<file path="config.mk">
export PLATFORM = sky130hd
export DESIGN_NAME = fifo_arb_ctrl
export DESIGN_NICKNAME = d
export VERILOG_FILES = /design/src/rtl/fifo_arb_pkg.sv /design/src/rtl/fifo_arb_ctrl_rr_arbiter.sv /design/src/rtl/fifo_arb_ctrl.sv
export SDC_FILE = /design/constraint.sdc
export NUM_CORES = 1
export LEC_CHECK = 0
export ABC_AREA = 1
export CAP_MARGIN = 20
export CORE_ASPECT_RATIO = 0.7
export CORE_MARGIN = 3
export CORE_UTILIZATION = 25
export CTS_CLUSTER_SIZE = 8
export DETAILED_ROUTE_END_ITERATION = 7
export PLACE_DENSITY = 0.5
export SLEW_MARGIN = 15
export SYNTH_ARGS = -nofsm -noshare
export SYNTH_HDL_FRONTEND = slang
export SYNTH_SLANG_ARGS = --single-unit
</file>
<file path="constraint.sdc">
create_clock -name clk -period 3.9 [get_ports clk]
set_clock_uncertainty 0.1 [all_clocks]
set_input_delay 0.585 -clock clk [delete_from_list [all_inputs] [get_ports clk]]
set_output_delay 0.585 -clock clk [all_outputs]
set_load 0.01 [all_outputs]
</file>
<file path="src/rtl/fifo_arb_pkg.sv">
// fifo_arb_pkg: shared defaults and sizes for the FIFO arbitration controller
package fifo_arb_pkg;
    localparam int NUM_REQ_DEF    = 4;
    localparam int DATA_WIDTH_DEF = 8;
    localparam int REQ_IDX_W      = $clog2(NUM_REQ_DEF);
    localparam int OUT_BUF_DEPTH  = 2;
endpackage

</file>
<file path="src/rtl/fifo_arb_ctrl_rr_arbiter.sv">
// rr_arbiter: combinational round-robin pick, searching upward from ptr with wrap
module rr_arbiter #(
    parameter int N = 4,
    parameter int W = $clog2(N)
) (
    input  logic [N-1:0] req,
    input  logic [W-1:0] ptr,
    output logic [N-1:0] grant,
    output logic [W-1:0] idx
);
    always_comb begin
        idx = '0;
        for (int k = N - 1; k >= 0; k--) begin
            if (req[(int'(ptr) + k) % N]) idx = W'((int'(ptr) + k) % N);
        end
    end
    assign grant = (|req) ? N'(1) << idx : '0;
endmodule

</file>
<file path="src/rtl/fifo_arb_ctrl.sv">
// fifo_arb_ctrl: round-robin FIFO write arbitration plus 2-entry valid/ready read drain
module fifo_arb_ctrl
    import fifo_arb_pkg::*;
#(
    parameter int NUM_REQ    = NUM_REQ_DEF,
    parameter int DATA_WIDTH = DATA_WIDTH_DEF,
    localparam int IDX_W     = $clog2(NUM_REQ)
) (
    input  logic                          clk,
    input  logic                          rst,
    input  logic [NUM_REQ-1:0]            req_valid,
    input  logic [NUM_REQ*DATA_WIDTH-1:0] req_data,
    output logic [NUM_REQ-1:0]            req_ack,
    output logic [IDX_W-1:0]              grant_id,
    output logic                          fifo_wren,
    output logic [DATA_WIDTH-1:0]         fifo_wdata,
    input  logic                          fifo_full,
    output logic                          fifo_rden,
    input  logic [DATA_WIDTH-1:0]         fifo_rdata,
    input  logic                          fifo_empty,
    output logic                          out_valid,
    output logic [DATA_WIDTH-1:0]         out_data,
    input  logic                          out_ready
);
    logic [IDX_W-1:0]      rr_ptr, win;
    logic [NUM_REQ-1:0]    grant;
    logic                  inflight, pop;
    logic [1:0]            occ, occ_n;
    logic [DATA_WIDTH-1:0] head, tail, head_n, tail_n;

    rr_arbiter #(.N(NUM_REQ), .W(IDX_W)) u_arb (
        .req  (req_valid),
        .ptr  (rr_ptr),
        .grant(grant),
        .idx  (win)
    );

    always_comb begin
        fifo_wren  = !rst && (|req_valid) && !fifo_full;
        req_ack    = fifo_wren ? grant : '0;
        grant_id   = win;
        fifo_wdata = req_data[int'(win)*DATA_WIDTH +: DATA_WIDTH];
    end

    always_ff @(posedge clk or posedge rst) begin
        if (rst) rr_ptr <= '0;
        else if (fifo_wren) rr_ptr <= (int'(win) == NUM_REQ - 1) ? '0 : win + 1'b1;
    end

    // A returning read lands at the slot just past the post-pop occupancy
    always_comb begin
        pop       = out_valid && out_ready;
        fifo_rden = !rst && !fifo_empty &&
                    (int'(occ) + int'(inflight) - int'(pop) < OUT_BUF_DEPTH);
        occ_n     = occ + {1'b0, inflight} - {1'b0, pop};
        head_n    = (inflight && occ_n == 2'd1) ? fifo_rdata : pop ? tail : head;
        tail_n    = (inflight && occ_n == 2'd2) ? fifo_rdata : tail;
    end

    always_ff @(posedge clk or posedge rst) begin
        if (rst) begin
            inflight <= 1'b0;
            occ      <= '0;
            head     <= '0;
            tail     <= '0;
        end else begin
            inflight <= fifo_rden;
            occ      <= occ_n;
            head     <= head_n;
            tail     <= tail_n;
        end
    end

    assign out_valid = (occ != 2'd0);
    assign out_data  = head;
endmodule

</file>
==> results of run 1 <==
[critical path, cell delays in order]
cell and delay (ns):
clkdlybuf4s50_1 0.46, inv_1 0.11, nand2_2 0.07, nand3_1 0.15, nand3b_1 0.15, a31oi_4 0.44, ha_1 0.22, inv_1 0.04
nor2_1 0.10, clkdlybuf4s50_1 0.56
[registers in the layout, summed over array words and instances, names as in the netlist]
| signal | count |
|---|---|
| inflight | 1 |
| occ | 2 |
| out_data | 8 |
| rr_ptr | 2 |
| tail | 8 |
[layer usage]
layer / vias up / share of wire (%)
met5: - / 0
met4: 0 / 0.54
met3: 2 / 3.2
met2: 23 / 42
met1: 748 / 54
li1: 911 / -
[how the worst min path moves through the flow]
stage | end | startpoint | slack, ns
2_1_floorplan | tail[0] | tail[0] | 0.35
3_3_place_gp | out_data[4] | out_data[4] | 0.37
3_5_place_dp | out_data[5] | out_data[5] | 0.38
4_1_cts | out_data[5] | out_data[5] | 0.40
5_1_grt | tail[0] | tail[0] | 0.44
6_report | out_data[5] | out_data[5] | 0.39
[layout make-up]
class	count	area [sq um]
fill	710	3870
clock inverter	1	5.00
tap	91	114
clock buffer	3	41.3
multi-input combinational	161	970
timing repair buffer	79	778
inverter	56	215
sequential	21	526
[metrics by stage]
step / std cells / power (uW) / worst slack, ns / utilization, %
after CTS: 412 / 2150 / 0.124 / 40.6
after global placement: 408 / 1990 / 0.123 / 39.9
after global routing: 412 / 2330 / 0.122 / 40.6
after floorplan: 244 / 1400 / 0.995 / -
final: 412 / 2110 / 0.310 / 40.6
after detailed placement: 408 / 1990 / 0.155 / 39.9
[Yosys cell counts]
library cell  number  area, sq um
buf_6              1         11.3
buf_12             1         20.0
nand3_2            1         10.0
a21oi_2            1         8.76
nor2_1            15         56.3
dfrtp_1           21          526
inv_1             49          184
nand3_4            2         35.0
nand2b_1           1         6.26
xor2_1             1         8.76
o21ai_0           10         50.1
ha_1               8          100
inv_2              6         22.5
nand2_2           10         62.6
nand3b_1           1         7.51
o21ai_1            1         5.00
buf_2              1         5.00
inv_6              1         8.76
a31oi_4            1         21.3
a21oi_1            8         40.0
nand2_1           43          161
nand3_1           39          195
or3_1              1         6.26
nand2_4            6         67.6
buf_4              2         15.0
fa_1               1         20.0
and2_4             1         8.76
nor4_1             1         6.26
clkbuf_1           1         3.75
o21ai_2            2         17.5
o211ai_1           1         7.51
mux2_2             6         67.6
[kinds of logic after synthesis]
family	count (synthesis)	share of synthesized area (%)
buf+inv	62	15.3
xor+xnor	1	0.496
compound gates	24	8.50
fa+ha+maj	9	6.80
simple gates	121	35.3
mux	6	3.83
flops	21	29.8
[power groups by stage]
| stage | Clock (uW) | Combinational (uW) | Sequential, uW |
|---|---|---|---|
| floorplan | 0 | 1020 | 380 |
| global placement | 0 | 1590 | 397 |
| detailed placement | 0 | 1600 | 399 |
| global route | 162 | 1760 | 411 |
| finish | 145 | 1570 | 395 |
| CTS | 151 | 1600 | 396 |
==> summary.md, run 1 <==
| Metric | Value |
|---|---|
| Status | `finished, final reports clean` |
| Synthesis Warnings | `0` |
| Largest net degree at the start of global routing | `22` |
| Hpwl dp | `4070 microns` |
| Register area share after synthesis | `between 20% and 30%` |
| Switch share | `around 47%` |
| CP Max Fanout | `11` |
| Fin area | `2650 sq um` |
| GRT Max-Usage Layer | `met1` |
| Starting Density | `27.1%` |
| Antenna violations before repair | `0` |
| Final hold vios | `0` |
| Clock transition at the registers of the reported paths | `approximately 0.080 ns` |
| GP Congestion | `0.730` |
| Switch Pwr | `about 1000 uW` |
| IO buf count | `73` |
| Req. time, crit path | `3.21 ns` |
| Core box area | `6520 sq um` |
| Routed Antenna Nets | `0` |
| Post-CTS Setup Repair Bufs | `0` |
| Crit Reg-Reg Endpoint | `out_data[1]` |
| End of the critical path | `req_ack[2]` |
| Setup crit start kind | `input pin` |
| Die area | `approximately 8100 sq um` |
| Standard-cell rows | `24` |
| First-pass GRT wire length | `between 8000 and 9000 microns` |
| Inserted Diodes | `0` |
| Routed len/inst | `approximately 12 microns` |
| H-tree depth | `1` |
| FF-to-FF Start | `occ[1]` |
| Setup TNS Final | `0 ns` |
| R2R cell count | `14` |
| Fin crit share | `92.0%` |
| RSZ-0062 raised after global routing | `false` |
| Clock Tree Buf Depth | `2` |
| Hold WC Path Type | `flop to flop` |
| Tightest Pin Transition | `0.593 ns` |
| CTS tree | `yes` |
| Yosys reg bits | `21` |
| Layout cell share with drive strength beyond 1 | `14.6%` |
| Leakage | `about 0.0013 uW` |
| Comb power frac | `about three quarters` |
| Max_slew headroom | `60.3%` |
| Hold_ws | `0.388 ns` |
| Max Cap Violations | `0` |
| Die Y | `76.3 microns` |
| Seq pwr share | `18.7%` |
| GRT overflow | `0` |
| Commonest non-fill, non-tap cell in the layout | `clkdlybuf4s50_1` |
| Power Density | `798 nW/um^2` |
| Worst Setup End Kind | `output port` |
| Via count | `1684` |
| Cts bufs inserted | `3` |
| Final critical-path required period | `3.59 ns` |
| Met1 Use GR | `20.0%` |
| Drt first-iter violations | `58` |
| Max-slew violations | `0` |
| Synthesis-to-finish area growth | `50.0%` |
| Flop2flop setup slack | `between 1 and 1.5 ns` |
| Routed vias/inst | `4.09` |
| Root Driver | `clkbuf_8` |
| Peak supply drop | `0.000394 V` |
| Synthesized area | `between 1500 and 2000 sq um` |
| WL final | `5050 microns` |
| Vias in the first global route | `about 1700` |
| Initial DRT Pass Iterations | `4` |
| Clk_lat worst skew | `around 0.26 ns` |
| Mapped Nets | `302` |
| Die X | `about 110 microns` |
| Dpl cell area | `2600 sq um` |
| CP startpoint | `req_valid[1]` |
| CP Class | `input pin to output port` |
| Hold buffers post-CTS | `0` |
| Clock share of power | `6.9%` |
| Worst Path Arrival | `2.90 ns` |
| Avg Cell Area, Syn | `7.24 sq um` |
| Worst Hold Path Cells | `2` |
| Most frequent cells in the layout | `72 x clkdlybuf4s50_1, 49 x inv_1, 43 x nand2_1, 39 x nand3_1, 21 x dfrtp_1` |
| Int Power | `1120 uW` |
| M3 GR Usage | `2.37%` |
| Unique masters post-synth | `32` |
| Clock Sinks | `21` |
| DRC Markers | `0` |
| # resized after CTS | `0` |
| Fmax | `0.279 GHz` |
| Global Route met2 Usage | `a little under a fifth` |
| Final setup vio count | `0` |
| Net count, final | `380` |
| Overall routing resource usage | `about an eighth` |
| I/O pin total | `between 70 and 80` |
| Post-Synthesis Cells | `244` |
No activity file was read; power rests on OpenSTA's default activity.
==> run 2, diff against run 1 <==
--- a/config.mk
+++ b/config.mk
@@ -6,13 +6,13 @@
 export NUM_CORES = 1
 export LEC_CHECK = 0
 export ABC_AREA = 1
-export CAP_MARGIN = 20
 export CORE_ASPECT_RATIO = 0.7
 export CORE_MARGIN = 3
 export CORE_UTILIZATION = 25
 export CTS_CLUSTER_SIZE = 8
 export DETAILED_ROUTE_END_ITERATION = 7
 export PLACE_DENSITY = 0.5
+export SKIP_CTS_REPAIR_TIMING = 1
 export SLEW_MARGIN = 15
 export SYNTH_ARGS = -nofsm -noshare
 export SYNTH_HDL_FRONTEND = slang
==> results of run 2 <==
Same layout as run 1: the final DEF is identical, and so are final timing and power.
==> patch, RTL diff (config.mk and constraints of run 2) <==
Change the package constant `NUM_REQ_DEF` from 4 to 8.
--- a/src/rtl/fifo_arb_pkg.sv
+++ b/src/rtl/fifo_arb_pkg.sv
@@ -1,6 +1,6 @@
 // fifo_arb_pkg: shared defaults and sizes for the FIFO arbitration controller
 package fifo_arb_pkg;
-    localparam int NUM_REQ_DEF    = 4;
+    localparam int NUM_REQ_DEF    = 8;
     localparam int DATA_WIDTH_DEF = 8;
     localparam int REQ_IDX_W      = $clog2(NUM_REQ_DEF);
     localparam int OUT_BUF_DEPTH  = 2;
Ports: changed (resized grant_id, req_ack, req_data and req_valid); port bits go from 74 to 115. The function was not compared with the original's and may differ.
==> patch against run 2 <==
  * Design area up 59%
  * Area after synthesis up 40%
  * Final cell count up 66%
  * Wire length is 90% higher
  * Setup slack got worse by 0.23 ns
  * Global-route usage rose by 2.2 points
  * Sequential cell count rose by 1
Power is left out: the tool's default activity adds up to more than one toggle a clock period on the data nets, which glitch-free logic cannot reach.
==> patch: results (changes against run 2) <==
[worst_setup_path]
critPathMaxFanout=7  ; was 11
cpPeakStageDelay_ns=0.52  ; was 0.56 ns
cp_top_family=buffers and inverters  ; unchanged

[finish]
drive_gt1_frac=0.148  ; was 0.146
final_cells=684  ; was 412
fillerInstances=926  ; was 710
nets=652  ; was 380
antenna-diode-count=0  ; unchanged

[place]
place.gp.congestion=0.940  ; was 0.730
place_inst=662  ; was 408
numPortBuffers=114  ; was 73
dp_hpwl_mm=7.17  ; was 4.07 mm

[sta]
worst_slew_pin_slew_ns=0.861  ; was 0.593 ns

[cts]
cts_root_buf=clkbuf_16  ; was clkbuf_8
htree_num_levels=1  ; unchanged
clk_pin_slew_ns=0.06  ; was 0.08 ns

[global_route]
grt_pass1_vias=2906  ; was 1657
grt_pass1_wl_mm=14.0  ; was 8.49 mm
grt_max_degree=38  ; was 22
track_usage=0.150  ; was 0.128

[yosys]
syn_avg_cell_area_um2=5.81  ; was 7.24 µm²
ys_seq_area_frac=0.223  ; was 0.298
synth_cell_types=31  ; was 32
syn_nets=516  ; was 302
synth_common_cells=nand2_1, nand3_1, dfrtp_1, inv_1, nor2_1  ; was inv_1, nand2_1, nand3_1, dfrtp_1, nor2_1
synth_area_leaders=nand2_1, dfrtp_1, nand3_1  ; was dfrtp_1, nand3_1, inv_1

[outcome]
status=finished, final reports clean  ; unchanged

[route]
via_count=3193  ; was 1684
drt_iter0_drc=227  ; was 58

## patch: cell types whose count changed in the layout (fill, tap and decap cells not counted), moves of 7 or more
cell / delta
nand2_1: +151
clkdlybuf4s50_1: +20
dlymetal6s2s_1: +21
inv_1: -29
buf_4: +19
nand3_1: +29
nand3_2: +7
## patch: area by class of cell
type                    instances  area (µm²)  share of cell area
inverters                      33         128              0.0302
well taps                     124         155              0.0368
clock buffers                   3        75.1              0.0178
flip-flops and latches         22         551               0.130
repair buffers                147        1520               0.361
clock inverters                 1        30.0             0.00712
multi-input cells             354        1760               0.416
## patch: routing by layer
metal	share of wire	GRT usage	routed length [µm]
met5	0	0	0
met4	0.0077	0.0246	74
met3	0.072	0.0233	690
met2	0.45	0.251	4340
met1	0.47	0.212	4500
## patch: stage by stage
step                hold slack (ns)  area, µm²  setup TNS, ns  setup WS, ns
detailed placement            0.375       3810        -0.0130       -0.0130
finish                        0.384       4220              0        0.0762
global placement              0.375       3810              0       0.00445
CTS                           0.389       3910          -1.11        -0.141
global route                  0.406       4220         -0.273       -0.0966
floorplan                     0.353       2470              0         0.804
## patch: final timing paths
path	cells past startpoint	slack, ns	endpoint	from
max in group asynchronous	2	2.33	inflight	rst
worst max register to register	15	0.99	out_data[7]	occ[1]
worst min-delay path	2	0.38	out_data[2]	out_data[2]
min in group asynchronous	2	0.84	out_data[5]	rst
worst min register to register	2	0.38	out_data[2]	out_data[2]
worst max-delay path	18	0.08	fifo_wdata[3]	req_valid[0]
## patch: cells by family after synthesis
family,share of synthesized area
compound gates,0.0658
xor+xnor,0.0106
buf+inv,0.100
flops,0.223
mux,0.0182
fa+ha+maj,0.0334
simple gates,0.549
